==> src/rtl/writeback_unit.sv <==
// writeback_unit: commits ALU and load results to the register file write port, one write per cycle.
// Latency: 1 cycle from an accepted result to LE when the FIFO is empty; deferred results follow in arrival order.
// Backpressure: wb_stall is high while the FIFO holds >= FIFO_DEPTH-1 entries; producers hold and valids are ignored.
//
// Ports:
//   clk, reset                   rising-edge clock, synchronous active-high reset
//   alu_valid/alu_rd/alu_data    ALU result
//   mem_valid/mem_rd/mem_data    raw load word, with mem_size/mem_signed/mem_off selecting the lane
//   iss_valid/iss_rd/iss_ready   issue handshake that bumps the pending-write counter of iss_rd
//   qa/qb/qd -> busy_a/b/d       hazard query for the three read ports
//   wb_stall, misalign_err       producer hold, one-cycle misaligned-load pulse
//   LE/RW/PW                     register-file write port
module writeback_unit #(
  parameter int FIFO_DEPTH = 4,
  parameter int CNT_W      = 3
) (
  input  logic        clk,
  input  logic        reset,
  input  logic        alu_valid,
  input  logic [4:0]  alu_rd,
  input  logic [31:0] alu_data,
  input  logic        mem_valid,
  input  logic [4:0]  mem_rd,
  input  logic [31:0] mem_data,
  input  logic [1:0]  mem_size,
  input  logic        mem_signed,
  input  logic [1:0]  mem_off,
  input  logic        iss_valid,
  input  logic [4:0]  iss_rd,
  output logic        iss_ready,
  input  logic [4:0]  qa,
  input  logic [4:0]  qb,
  input  logic [4:0]  qd,
  output logic        busy_a,
  output logic        busy_b,
  output logic        busy_d,
  output logic        wb_stall,
  output logic        misalign_err,
  output logic        LE,
  output logic [4:0]  RW,
  output logic [31:0] PW
);

  localparam int PTR_W = (FIFO_DEPTH > 1) ? $clog2(FIFO_DEPTH) : 1;
  localparam int CNT_F = PTR_W + 1;

  typedef struct packed {
    logic [4:0]  rd;
    logic [31:0] data;
  } wb_ent_t;

  // ---------------------------------------------------------------------------
  // Load lane selection and extension
  // ---------------------------------------------------------------------------
  logic [7:0]  lane_b;
  logic [15:0] lane_h;
  logic [31:0] load_val;
  logic        load_mis;

  always_comb begin
    case (mem_off)
      2'd0:    lane_b = mem_data[7:0];
      2'd1:    lane_b = mem_data[15:8];
      2'd2:    lane_b = mem_data[23:16];
      default: lane_b = mem_data[31:24];
    endcase
    lane_h = mem_off[1] ? mem_data[31:16] : mem_data[15:0];

    // Word access (size 10, and the illegal 11 encoding) is the fallthrough.
    load_val = mem_data;
    load_mis = (mem_off != 2'd0);
    if (mem_size == 2'b00) begin
      load_val = {{24{mem_signed & lane_b[7]}}, lane_b};
      load_mis = 1'b0;
    end else if (mem_size == 2'b01) begin
      load_val = {{16{mem_signed & lane_h[15]}}, lane_h};
      load_mis = mem_off[0];
    end
  end

  // ---------------------------------------------------------------------------
  // Input acceptance
  // ---------------------------------------------------------------------------
  logic    mem_acc;
  logic    mis_drop;
  logic    mem_ok;
  logic    alu_ok;
  wb_ent_t mem_ent;
  wb_ent_t alu_ent;

  assign mem_acc  = mem_valid & ~wb_stall;
  assign mis_drop = mem_acc & load_mis;
  // Register 0 results are discarded outright: they never occupy a slot.
  assign mem_ok   = mem_acc & ~load_mis & (mem_rd != 5'd0);
  assign alu_ok   = alu_valid & ~wb_stall & (alu_rd != 5'd0);
  assign mem_ent  = {mem_rd, load_val};
  assign alu_ent  = {alu_rd, alu_data};

  // ---------------------------------------------------------------------------
  // Deferred-write FIFO (up to two pushes and one pop per cycle)
  // ---------------------------------------------------------------------------
  wb_ent_t          fifo_mem [FIFO_DEPTH];
  logic [PTR_W-1:0] rd_ptr;
  logic [PTR_W-1:0] wr_ptr;
  logic [CNT_F-1:0] fifo_count;
  wb_ent_t          fifo_head;
  logic             fifo_nonempty;

  assign fifo_head     = fifo_mem[rd_ptr];
  assign fifo_nonempty = (fifo_count != '0);
  // Stalling one entry early leaves room for a same-cycle double push.
  assign wb_stall      = (fifo_count >= CNT_F'(FIFO_DEPTH - 1));

  logic       wr_load;
  wb_ent_t    wr_ent;
  logic       pop;
  logic [1:0] n_push;
  wb_ent_t    push0;
  wb_ent_t    push1;

  // Older entries always drain first; within a cycle the load precedes the ALU.
  always_comb begin
    wr_load = 1'b0;
    wr_ent  = '0;
    pop     = 1'b0;
    n_push  = 2'd0;
    push0   = '0;
    push1   = '0;
    if (fifo_nonempty) begin
      wr_load = 1'b1;
      wr_ent  = fifo_head;
      pop     = 1'b1;
      if (mem_ok && alu_ok) begin
        n_push = 2'd2;
        push0  = mem_ent;
        push1  = alu_ent;
      end else if (mem_ok) begin
        n_push = 2'd1;
        push0  = mem_ent;
      end else if (alu_ok) begin
        n_push = 2'd1;
        push0  = alu_ent;
      end
    end else if (mem_ok && alu_ok) begin
      wr_load = 1'b1;
      wr_ent  = mem_ent;
      n_push  = 2'd1;
      push0   = alu_ent;
    end else if (mem_ok) begin
      wr_load = 1'b1;
      wr_ent  = mem_ent;
    end else if (alu_ok) begin
      wr_load = 1'b1;
      wr_ent  = alu_ent;
    end
  end

  always_ff @(posedge clk) begin
    if (reset) begin
      rd_ptr       <= '0;
      wr_ptr       <= '0;
      fifo_count   <= '0;
      LE           <= 1'b0;
      RW           <= 5'd0;
      PW           <= 32'd0;
      misalign_err <= 1'b0;
    end else begin
      rd_ptr       <= rd_ptr + PTR_W'(pop);
      wr_ptr       <= wr_ptr + PTR_W'(n_push);
      fifo_count   <= fifo_count + CNT_F'(n_push) - CNT_F'(pop);
      misalign_err <= mis_drop;
      LE           <= wr_load;
      // RW/PW hold their last value on idle cycles.
      if (wr_load) begin
        RW <= wr_ent.rd;
        PW <= wr_ent.data;
      end
    end
  end

  // Payload storage needs no reset: the pointers define which slots are live.
  always_ff @(posedge clk) begin
    if (!reset) begin
      if (n_push != 2'd0) fifo_mem[wr_ptr] <= push0;
      if (n_push == 2'd2) fifo_mem[wr_ptr + PTR_W'(1)] <= push1;
    end
  end

  // ---------------------------------------------------------------------------
  // Pending-write scoreboard
  // ---------------------------------------------------------------------------
  logic [CNT_W-1:0] pend [32];
  logic             iss_acc;
  logic [31:0]      inc_hit;
  logic [31:0]      com_hit;
  logic [31:0]      drop_hit;

  assign iss_ready = (pend[iss_rd] != {CNT_W{1'b1}});
  assign iss_acc   = iss_valid & iss_ready & (iss_rd != 5'd0);

  // A commit (the LE currently on the port) and a misalignment drop can hit
  // the same register in one cycle, so the decrement can be two.
  always_comb begin
    inc_hit  = '0;
    com_hit  = '0;
    drop_hit = '0;
    if (iss_acc)  inc_hit[iss_rd]  = 1'b1;
    if (LE)       com_hit[RW]      = 1'b1;
    if (mis_drop) drop_hit[mem_rd] = 1'b1;
  end

  // Decrements floor at zero so a result with no matching issue cannot wrap
  // a counter into a permanent false hazard; register 0 therefore stays 0.
  always_ff @(posedge clk) begin
    if (reset) begin
      for (int i = 0; i < 32; i++) pend[i] <= '0;
    end else begin
      for (int i = 0; i < 32; i++) begin
        case ({inc_hit[i], com_hit[i], drop_hit[i]})
          3'b100:                 pend[i] <= pend[i] + CNT_W'(1);
          3'b010, 3'b001, 3'b111: pend[i] <= (pend[i] == '0) ? '0 : pend[i] - CNT_W'(1);
          3'b011:                 pend[i] <= (pend[i] <= CNT_W'(1)) ? '0 : pend[i] - CNT_W'(2);
          default:                pend[i] <= pend[i];
        endcase
      end
    end
  end

  assign busy_a = (qa != 5'd0) & (pend[qa] != '0);
  assign busy_b = (qb != 5'd0) & (pend[qb] != '0);
  assign busy_d = (qd != 5'd0) & (pend[qd] != '0);

endmodule

==> config.mk <==
export PLATFORM = sky130hd
export DESIGN_NAME = writeback_unit
export DESIGN_NICKNAME = d
export VERILOG_FILES = /design/src/rtl/writeback_unit.sv
export SDC_FILE = /design/constraint.sdc
export NUM_CORES = 1
export LEC_CHECK = 0
export CORE_MARGIN = 1.5
export CORE_UTILIZATION = 50
export CTS_BUF_LIST = sky130_fd_sc_hd__clkbuf_4 sky130_fd_sc_hd__clkbuf_8 sky130_fd_sc_hd__clkbuf_16
export DETAILED_ROUTE_END_ITERATION = 16
export PLACE_DENSITY_LB_ADDON = 0.05
export SETUP_SLACK_MARGIN = 0.2
export SYNTH_ARGS = -nofsm -noshare
export SYNTH_HDL_FRONTEND = slang
export SYNTH_SLANG_ARGS = --single-unit
==> constraint.sdc <==
create_clock -name clk -period 6.71 [get_ports clk]
set_clock_uncertainty 0.1 [all_clocks]
set_input_delay 1.0065 -clock clk [delete_from_list [all_inputs] [get_ports clk]]
set_output_delay 1.0065 -clock clk [all_outputs]
set_load 0.02 [all_outputs]
# After elaboration in Yosys (flattened, before gate mapping)
# Memories as Yosys holds them, arrays and structs flattened. A register that Yosys moved wholly into a read port is not among the register bits.
# Cells that the tools add are included.
[classes]
magnitude_cmp = 39
div = 0
n_mux = 617
reduce_logical = 114
bitwise_logic = 143
mul = 0
shift = 0
add_sub_neg = 101
n_eq_ne = 165
[op_table]
columns = ["operator", "n"]
rows = [
  ["two-way mux 3 bit", 192],
  ["two-way mux 1 bit", 405],
  ["two-way mux 37 bit", 7],
  ["equality test 3 x 2 -> 1 bit (second input constant)", 64],
  ["equality test 3 bit (second input constant)", 64],
  ["two-way mux 32 bit", 5],
  ["OR reduction 5 bit", 32],
  ["bitwise OR 1 bit", 128],
  ["adder 3 x 1 -> 3 bit (second input constant)", 32],
  ["equality test 3 x 1 -> 1 bit (second input constant)", 32],
  ["less-or-equal comparator 3 x 1 -> 1 bit (second input constant)", 32],
  ["zero test 3 bit", 32],
  ["OR reduction 3 bit", 32],
  ["subtractor 3 x 1 -> 3 bit (second input constant)", 32],
  ["subtractor 3 x 2 -> 3 bit (second input constant)", 32],
  ["nonzero test 5 bit", 6],
  ["one-hot mux 8 bit (3 select lines)", 1],
  ["< comparator 5 x 6 -> 1 bit (second input constant)", 3],
  ["two-way mux 16 bit", 1],
  ["demux 1 bit (select 5 bit)", 3],
  ["greater-or-equal comparator 5 x 1 -> 1 bit (second input constant)", 3],
  ["bitwise AND 1 bit", 13],
  ["nonzero test 3 bit", 4],
  ["two-way mux 2 bit", 3],
  ["13 further kinds", 21],
]
[word_totals]
mem_bits_rw = 244
mem_count = 2
input_bits = 104
latch_bits = 0
regBits = 46
wordCells = 1188
romBits = 0
[mem_list]
columns = ["name", "depth", "width", "read_ports", "rd_clocked_by_memory_dff", "write_ports", "line_no", "text"]
rows = [
  ["fifo_mem", 4, 37, 1, 1, 2, "102", "wb_ent_t fifo_mem [FIFO_DEPTH];"],
  ["pend", 32, 3, 36, 0, 32, "192", "logic [CNT_W-1:0] pend [32];"],
]

# Logic depth before layout (Yosys ltp)
# Gate-level depths: netlist of the first run.
[depth]
ltp_word = 13
depth_mapped = 18

# Worst setup path after synthesis of the first run
# OpenSTA, ideal clock, no wires.
[synth_timing]
kind = "in2reg"
startpoint = "in alu_valid"
endpoint = "mem fifo_mem[1][0] (netlist name) (enable)"
stages = 11
setup_slack_ps = 1557
t_arrival_ps = 4617
setup_time_ps = 436
required_time_ps = 6174
cell_sequence = "and2_1 -> clkbuf_1 -> o21a_1 -> clkbuf_1 -> clkbuf_1 -> ha_1 -> clkbuf_1 -> clkbuf_1 -> o21ai_0 -> a21oi_1 -> nor2b_1"
[synth_lines]
columns = ["element", "line_no", "text"]
rows = [
  ["from (decl)", "19", "input logic alu_valid,"],
  ["to (decl)", "102", ""],
]

# Final worst setup path of the first run
[layout_timing]
startpoint = "in iss_rd[4]"
endpoint = "out iss_ready"
[layout_between]
elab_chain_cells = 2
[layout_rtl]
columns = ["element", "line_no", "text"]
rows = [
  ["from (decl)", "29", "input logic [4:0] iss_rd,"],
  ["memory (32 x 3 bit)", "-", ""],
  ["!= test 3 bit", "198", "assign iss_ready = (pend[iss_rd] != {CNT_W{1'b1}});"],
  ["to (decl)", "30", "output logic iss_ready,"],
]
# Every way passes these cells.

==> metrics.md, run 1 <==
| Metric | Value |
|---|---|
| H-tree depth | `2` |
| FF+latch area | `around 0.0083 mm²` |
| CTS max path bufs | `3` |
| #FFs+latches synth | `290` |
| Synth unique cells | `89` |
| Finished Core Util | `between 50% and 60%` |
| Internal power | `slightly above 5 mW` |
| Most frequent cells in the layout | `269 x nand2_1, 244 x edfxtp_1, 226 x ha_1, 208 x nor2_1` |
| Mapped Nets | `~3000` |
| Max-slew violations | `0` |
| IO Count | `roughly 150` |
| Post-synth EDFFs | `approximately 240` |
| Post-DP Area | `approximately 0.027 mm²` |
| Sw Pwr | `about 3.1 mW` |
| Ys Warns | `0` |
| HPWL Detailed | `55700 µm` |
| Slew @ Worst Pin | `approximately 1.2 ns` |
| Total detailed-routing wirelength | `between 70000 and 80000 µm` |
| Port buffer count | `147` |
| Clock transition at path regs | `0.05 ns` |
| Worst EP arrival | `between 4 and 5 ns` |
| Kind of critical path | `primary input to primary output` |
| Die Y | `between 200 and 250 µm` |
| Vias in the first global route | `between 20000 and 25000` |
| First-pass GRT wire length | `between 100000 and 150000 µm` |
| Layout cells sized above 1 | `between 10 and 15%` |
| Clk sinks | `between 200 and 300` |
| Total track usage | `a little under a third` |
| Pleak | `10.8 nW` |
| Routed vias/inst | `between 6 and 7` |
| ANT nets after route | `0` |
| Instance count of the mapped netlist | `2621` |
| Cell area after synthesis | `approximately 0.025 mm²` |
| DRC viols | `0` |
| Critical Path RT | `between 5 and 6 ns` |
| HP Class | `flip-flop to flip-flop` |
| Initial Utilization | `around half` |
| Die area | `slightly above 0.05 mm²` |
| RSZ-0062 raised after global routing | `no` |
| Clock Root Buffer | `clkbuf_16` |
| Setup bufs post-CTS | `0` |
| Initial DRC count | `approximately 1800` |
| Initial antenna violation count | `4` |
| Slack of the critical path | `between 1 and 1.5 ns` |
| Final critical-path share of the clock period | `a little over four fifths` |
| Post-synthesis sequential area ratio | `around a third` |
| Placement Setup Slack | `between 1 and 1.5 ns` |
| Syn Area/Cell | `9.55 µm²` |
| Count of cells resized by post-cts repair | `0` |
| Slew headroom | `a little under a quarter` |
| # rows | `81` |
| Placer congestion estimate | `0.961` |
| Area occupied by multi-input gates | `between 0.015 and 0.02 mm²` |
| Register share of total power | `between 30% and 40%` |
| Core ar. | `between 0.04 and 0.05 mm²` |
| # setup viols final | `0` |
| Top_reg_cell synth | `edfxtp_1` |
| Setup TNS | `0 ns` |
| Vias post-DR | `about 21000` |
| Number of buffers created by CTS | `37` |
| Fill cell count | `around 4300` |
| PD cells | `about 290 mW/mm²` |
| Worst skew pair latency | `about 0.57 ns` |
| Avg WL per Cell | `roughly 23 µm` |
| Layout area overhead | `13.0%` |
| GRT overflow | `0` |
| Comb power frac | `between 40% and 50%` |
| Hold-fix buffer count after cts | `0` |
| Largest net degree at the start of global routing | `85` |
| Nets | `roughly 3000` |
| FFs w/ async S/R, synth | `0%` |
| Cell area after layout | `roughly 0.028 mm²` |
| Chip width | `between 200 and 250 µm` |
| Fmax | `between 0.15 and 0.2 GHz` |
| Crit path capture type | `primary output` |
| Startpoint type of the worst setup path | `primary input` |
| Status | `finished clean` |
| WHS | `roughly 0.49 ns` |
| Crit-path max FO | `53` |
| Net Sw Frac | `37.8%` |
| Post-layout minimum cycle time | `5.65 ns` |
| Hold violation count in the final report | `0` |
| Most common cell after layout, fill and taps aside | `nand2_1` |
| Maxcap violations | `0` |
| Initial DRT Pass Iterations | `6` |
| Clk pwr share | `24.2%` |
| CTS tree | `done` |
| Worst VDD drop | `roughly 0.00028 V` |
[cell families (layout without fill, tap and decap cells)]
| kind of cell | count (synthesis) | count (layout) | synth area share (%) |
|---|---|---|---|
| mux | 320 | 320 | 17.3 |
| other cells | 0 | 2 | 0 |
| xor+xnor | 64 | 64 | 2.24 |
| simple gates | 877 | 877 | 16.8 |
| fa+ha+maj | 251 | 251 | 12.4 |
| compound gates | 516 | 516 | 13.4 |
| buf+inv | 303 | 408 | 4.85 |
| flops | 290 | 290 | 33.0 |
[worst max-delay path, stage by stage]
cell and delay, ns:
clkdlybuf4s50_1 1.07, inv_1 0.17, or4_1 0.56, o311ai_1 0.11, a211oi_2 0.13, and3_4 0.22, inv_4 0.48, clkdlybuf4s50_1 0.75
[flip-flops by register name, summed over array words and instances, names as in the netlist]
register	count
fifo_count	3
fifo_mem	148
RW	5
pend	96
PW	32
misalign_err	1
LE	1
wr_ptr	2
rd_ptr	2
[per-layer routing]
layer,global-route usage (%),vias up,routed length [µm]
met1,38.1,10300,31300
met5,0,-,13
met3,4.92,177,5780
li1,-,9858,-
met2,53.0,822,38500
met4,13.4,2,3380
[metrics by stage]
step           cells  total power, mW
3_5_place_dp    3322             6.20
5_1_grt         3390             8.67
6_report        3392             8.21
4_1_cts         3390             8.21
2_1_floorplan   2621             5.08
3_3_place_gp    3322             6.12
[synthesized netlist by cell type (6+ instances only)]
cell type / number / share of area, %
nand2_1: 271 / 4.1
edfxtp_1: 244 / 29
ha_1: 228 / 11
nor2_1: 208 / 3.1
inv_1: 154 / 2.3
mux2_2: 153 / 6.9
o21ai_0: 115 / 2.3
nand3_1: 113 / 2.3
a21oi_1: 111 / 2.2
clkbuf_1: 109 / 1.6
mux2i_1: 91 / 3.6
nor3_1: 79 / 1.6
mux4_2: 73 / 6.6
o22ai_1: 47 / 1.2
dfxtp_1: 46 / 3.7
o211ai_1: 44 / 1.3
xnor2_1: 35 / 1.2
and2_1: 32 / 0.80
xor2_1: 29 / 1.0
a211oi_1: 26 / 0.78
a31oi_1: 26 / 0.65
nor2b_1: 25 / 0.63
and3_1: 22 / 0.55
a22o_1: 19 / 0.67
nand2b_1: 16 / 0.40
a22oi_1: 15 / 0.45
buf_2: 15 / 0.30
maj3_1: 15 / 0.60
nand4_1: 15 / 0.38
nand3b_1: 14 / 0.42
nor3b_1: 14 / 0.42
o32ai_1: 13 / 0.46
buf_1: 12 / 0.18
nor4_1: 12 / 0.30
a221oi_1: 11 / 0.38
nor4b_1: 10 / 0.35
a2111oi_0: 9 / 0.32
o21ai_1: 9 / 0.18
nand3_2: 8 / 0.32
or3b_2: 8 / 0.28
maj3_2: 7 / 0.32
or2_2: 7 / 0.17
a21o_1: 6 / 0.18
[path summary, 6_finish.rpt]
check,slack [ns],endpoint,startpoint,cells after the start
setup / recovery,1.06,iss_ready,iss_rd[4],8
hold / removal,0.49,PW[11],PW[11],4
setup reg to reg,2.33,fifo_mem[3][25],fifo_count[0],14
hold reg to reg,0.49,PW[11],PW[11],4
[power by group through the flow]
stage / Combinational [mW] / Sequential [mW] / Clock [mW]
6_report: 3.44 / 2.78 / 1.99
5_1_grt: 3.77 / 2.81 / 2.09
4_1_cts: 3.43 / 2.77 / 2.02
3_5_place_dp: 3.40 / 2.81 / 0
3_3_place_gp: 3.32 / 2.80 / 0
2_1_floorplan: 2.31 / 2.77 / 0
[cell type report]
type,instances,area share (%)
diodes,2,0.0177
clock buffers,53,3.89
clock inverters,15,0.367
inverters,157,2.09
multi-input cells,2028,55.2
flip-flops and latches,290,29.2
well taps,664,2.94
repair buffers,183,6.31
No activity file was read; power rests on OpenSTA's default activity.
==> inputs of run 2 (changes only) <==
==> constraint.sdc (replaced) <==
create_clock -name clk -period 5.26 [get_ports clk]
set_clock_uncertainty 0.1 [all_clocks]
set_input_delay 0.789 -clock clk [delete_from_list [all_inputs] [get_ports clk]]
set_output_delay 0.789 -clock clk [all_outputs]
set_load 0.02 [all_outputs]
==> run 2 against run 1 <==
Sequential cell count stayed put. Register-to-register slack lost 0.90 ns. Clock-buffer cell count decreased by 3. Final area increased by 0.92%. Critical path depth is the same. Cell count rose by 0.62%. Combinational power rose by 27%. First-iteration DRC count down 1.0%. Critical endpoint unchanged.
==> metrics.md, run 2 (same netlist as run 1, synthesis figures left out) <==
| Metric | Value |
|---|---|
| Kind of critical path | `primary input to primary output (unchanged)` |
| Placer congestion estimate | `1.01 (was 0.961)` |
| Layout area overhead | `14.1% (was 13.0%)` |
| Avg WL per Cell | `23.3 µm (about the same)` |
| Startpoint type of the worst setup path | `primary input (unchanged)` |
| Met1 Use GR | `38.5% (was 38.1%)` |
| Total detailed-routing wirelength | `79700 µm (was 78900 µm)` |
| Hold Crit Endpoint | `PW[24] (was PW[11])` |
| Initial Utilization | `50.9% (unchanged)` |
| CTS tree | `done (unchanged)` |
| Setup bufs post-CTS | `0 (unchanged)` |
| Crit path capture type | `primary output (unchanged)` |
| Clk sinks | `290 (unchanged)` |
| Die area | `0.0514 mm² (unchanged)` |
| Layout cells sized above 1 | `15.0% (was 14.3%)` |
| Worst VDD drop | `0.000352 V (was 0.000284 V)` |
| Post-DP Area | `0.0272 mm² (was 0.0271 mm²)` |
| Number of buffers created by CTS | `38 (was 37)` |
| HPWL Detailed | `57000 µm (was 55700 µm)` |
| Routed vias/inst | `6.23 (about the same)` |
| M3 GR Usage | `4.56% (was 4.92%)` |
| Post-layout minimum cycle time | `about 4.7 ns` |
| Critical Path RT | `4.37 ns (was 5.60 ns)` |
| Vias post-DR | `21200 (was 21100)` |
| Initial DRT Pass Iterations | `6 (unchanged)` |
| Hold-fix buffer count after cts | `0 (unchanged)` |
| Clock transition at path regs | `0.06 ns (was 0.05 ns)` |
| Crit-path max FO | `25 (was 53)` |
| Max-slew violations | `0 (unchanged)` |
| Status | `finished clean (unchanged)` |
| Final critical-path share of the clock period | `approximately 90%` |
| Max reg flops | `148 (unchanged)` |
| Maxcap violations | `0 (unchanged)` |
| Pleak | `10.9 nW (was 10.8 nW)` |
| Largest net degree at the start of global routing | `105 (was 85)` |
| # rows | `81 (unchanged)` |
| Hold Path Stages | `4 (unchanged)` |
| Slew @ Worst Pin | `1.08 ns (was 1.15 ns)` |
| GRT Max-Usage Layer | `met2 (unchanged)` |
| Worst skew pair latency | `0.58 ns (was 0.57 ns)` |
| Total track usage | `30.7% (was 30.8%)` |
| IO Count | `148 (unchanged)` |
| Most common cell after layout, fill and taps aside | `nand2_1 (unchanged)` |
| GRT overflow | `0 (unchanged)` |
| RSZ-0062 raised after global routing | `no (unchanged)` |
| Port buffer count | `147 (unchanged)` |
| Nets | `3050 (was 3030)` |
| DRC viols | `0 (unchanged)` |
| Biggest regs | `fifo_mem (148), pend (96), PW (32) (unchanged)` |
| Biggest register | `fifo_mem (unchanged)` |
| First-pass GRT wire length | `120000 µm (was 122000 µm)` |
| Hold violation count in the final report | `0 (unchanged)` |
| PD cells | `373 mW/mm² (was 290 mW/mm²)` |
| Core ar. | `0.0492 mm² (unchanged)` |
| Initial antenna violation count | `6 (was 4)` |
| ANT nets after route | `0 (unchanged)` |
| Count of cells resized by post-cts repair | `0 (unchanged)` |
| Vias in the first global route | `20400 (was 20900)` |
| # setup viols final | `0 (unchanged)` |
| Cell area after layout | `0.0285 mm² (was 0.0283 mm²)` |
| Most frequent cells in the layout | `269 x nand2_1, 244 x edfxtp_1, 226 x ha_1, 208 x nor2_1 (unchanged)` |
| Hold Startpoint | `PW[24] (was PW[11])` |
| Die Y | `227 µm (unchanged)` |
| H-tree depth | `2 (unchanged)` |
| HP Class | `flip-flop to flip-flop (unchanged)` |
| CTS max path bufs | `3 (unchanged)` |
| Setup TNS | `0 ns (unchanged)` |
| Reg2reg path depth | `11 (was 14)` |
| Slew headroom | `27.6% (was 22.6%)` |
| FF-to-FF Start | `pend[23][2] (was fifo_count[0])` |
| Worst r2r dst | `pend[21][2] (was fifo_mem[3][25])` |
| Clock Root Buffer | `clkbuf_16 (unchanged)` |
| Reg2reg setup slack | `1.43 ns (was 2.33 ns)` |
| Met2 Track Usage GR | `52.1% (was 53.0%)` |
| Chip width | `227 µm (unchanged)` |
| Worst EP arrival | `3.84 ns (was 4.54 ns)` |
| Initial DRC count | `1802 (was 1821)` |
| Fmax | `roughly 0.21 GHz` |
==> run 2: area by class of cell <==
type	count	area, µm²
fillers	4343	20600
multi-input cells	2028	15600
flip-flops and latches	290	8250
repair buffers	202	1950
clock buffers	50	1060
well taps	664	831
inverters	157	592
clock inverters	20	238
diodes	2	5.00
==> run 2: how the worst max path moves through the flow <==
| stage | start | to | slack [ns] |
|---|---|---|---|
| after floorplan | alu_valid | fifo_mem[1][0] | 0.32 |
| after global placement | iss_rd[0] | pend[21][2] | 0.58 |
| after detailed placement | iss_rd[4] | pend[21][2] | 0.45 |
| after CTS | iss_rd[4] | iss_ready | 0.60 |
| after global routing | iss_rd[2] | iss_ready | 0.41 |
| final | iss_rd[2] | iss_ready | 0.53 |
==> run 2: where the power goes <==
| part | leakage, nW | total, mW | internal (mW) | switching [mW] |
|---|---|---|---|---|
| clock network | 0.649 | 2.70 | 1.59 | 1.10 |
| registers | 2.73 | 3.58 | 3.10 | 0.473 |
| logic | 7.53 | 4.38 | 1.96 | 2.43 |
| total | 10.9 | 10.7 | 6.66 | 4.00 |
==> run 2: worst max-delay path: stages <==
cell and delay (ns):
clkdlybuf4s50_1 0.87, or3b_2 0.73, nor2_1 0.14, a211o_1 0.12, a211oi_2 0.04, and3_4 0.23
inv_4 0.23, clkdlybuf4s50_1 0.67
==> run 2: metal layers <==
metal | share of wire [%] | vias up
met3 | 6.8 | 195
li1 | - | 9891
met2 | 48 | 899
met4 | 4.4 | 8
met5 | 0.077 | -
met1 | 41 | 10300
==> run 2: stage by stage <==
| step | hold WS (ns) | cells | util, % | total power, mW | worst slack, ns |
|---|---|---|---|---|---|
| global route | 0.532 | 3412 | 58.1 | 11.2 | 0.407 |
| detailed placement | 0.479 | 3341 | 55.4 | 7.95 | 0.450 |
| CTS | 0.492 | 3411 | 58.1 | 10.7 | 0.595 |
| finish | 0.484 | 3413 | 58.1 | 10.7 | 0.529 |
| global placement | 0.471 | 3341 | 55.4 | 7.85 | 0.580 |
| floorplan | 0.457 | 2621 | - | 6.48 | 0.325 |
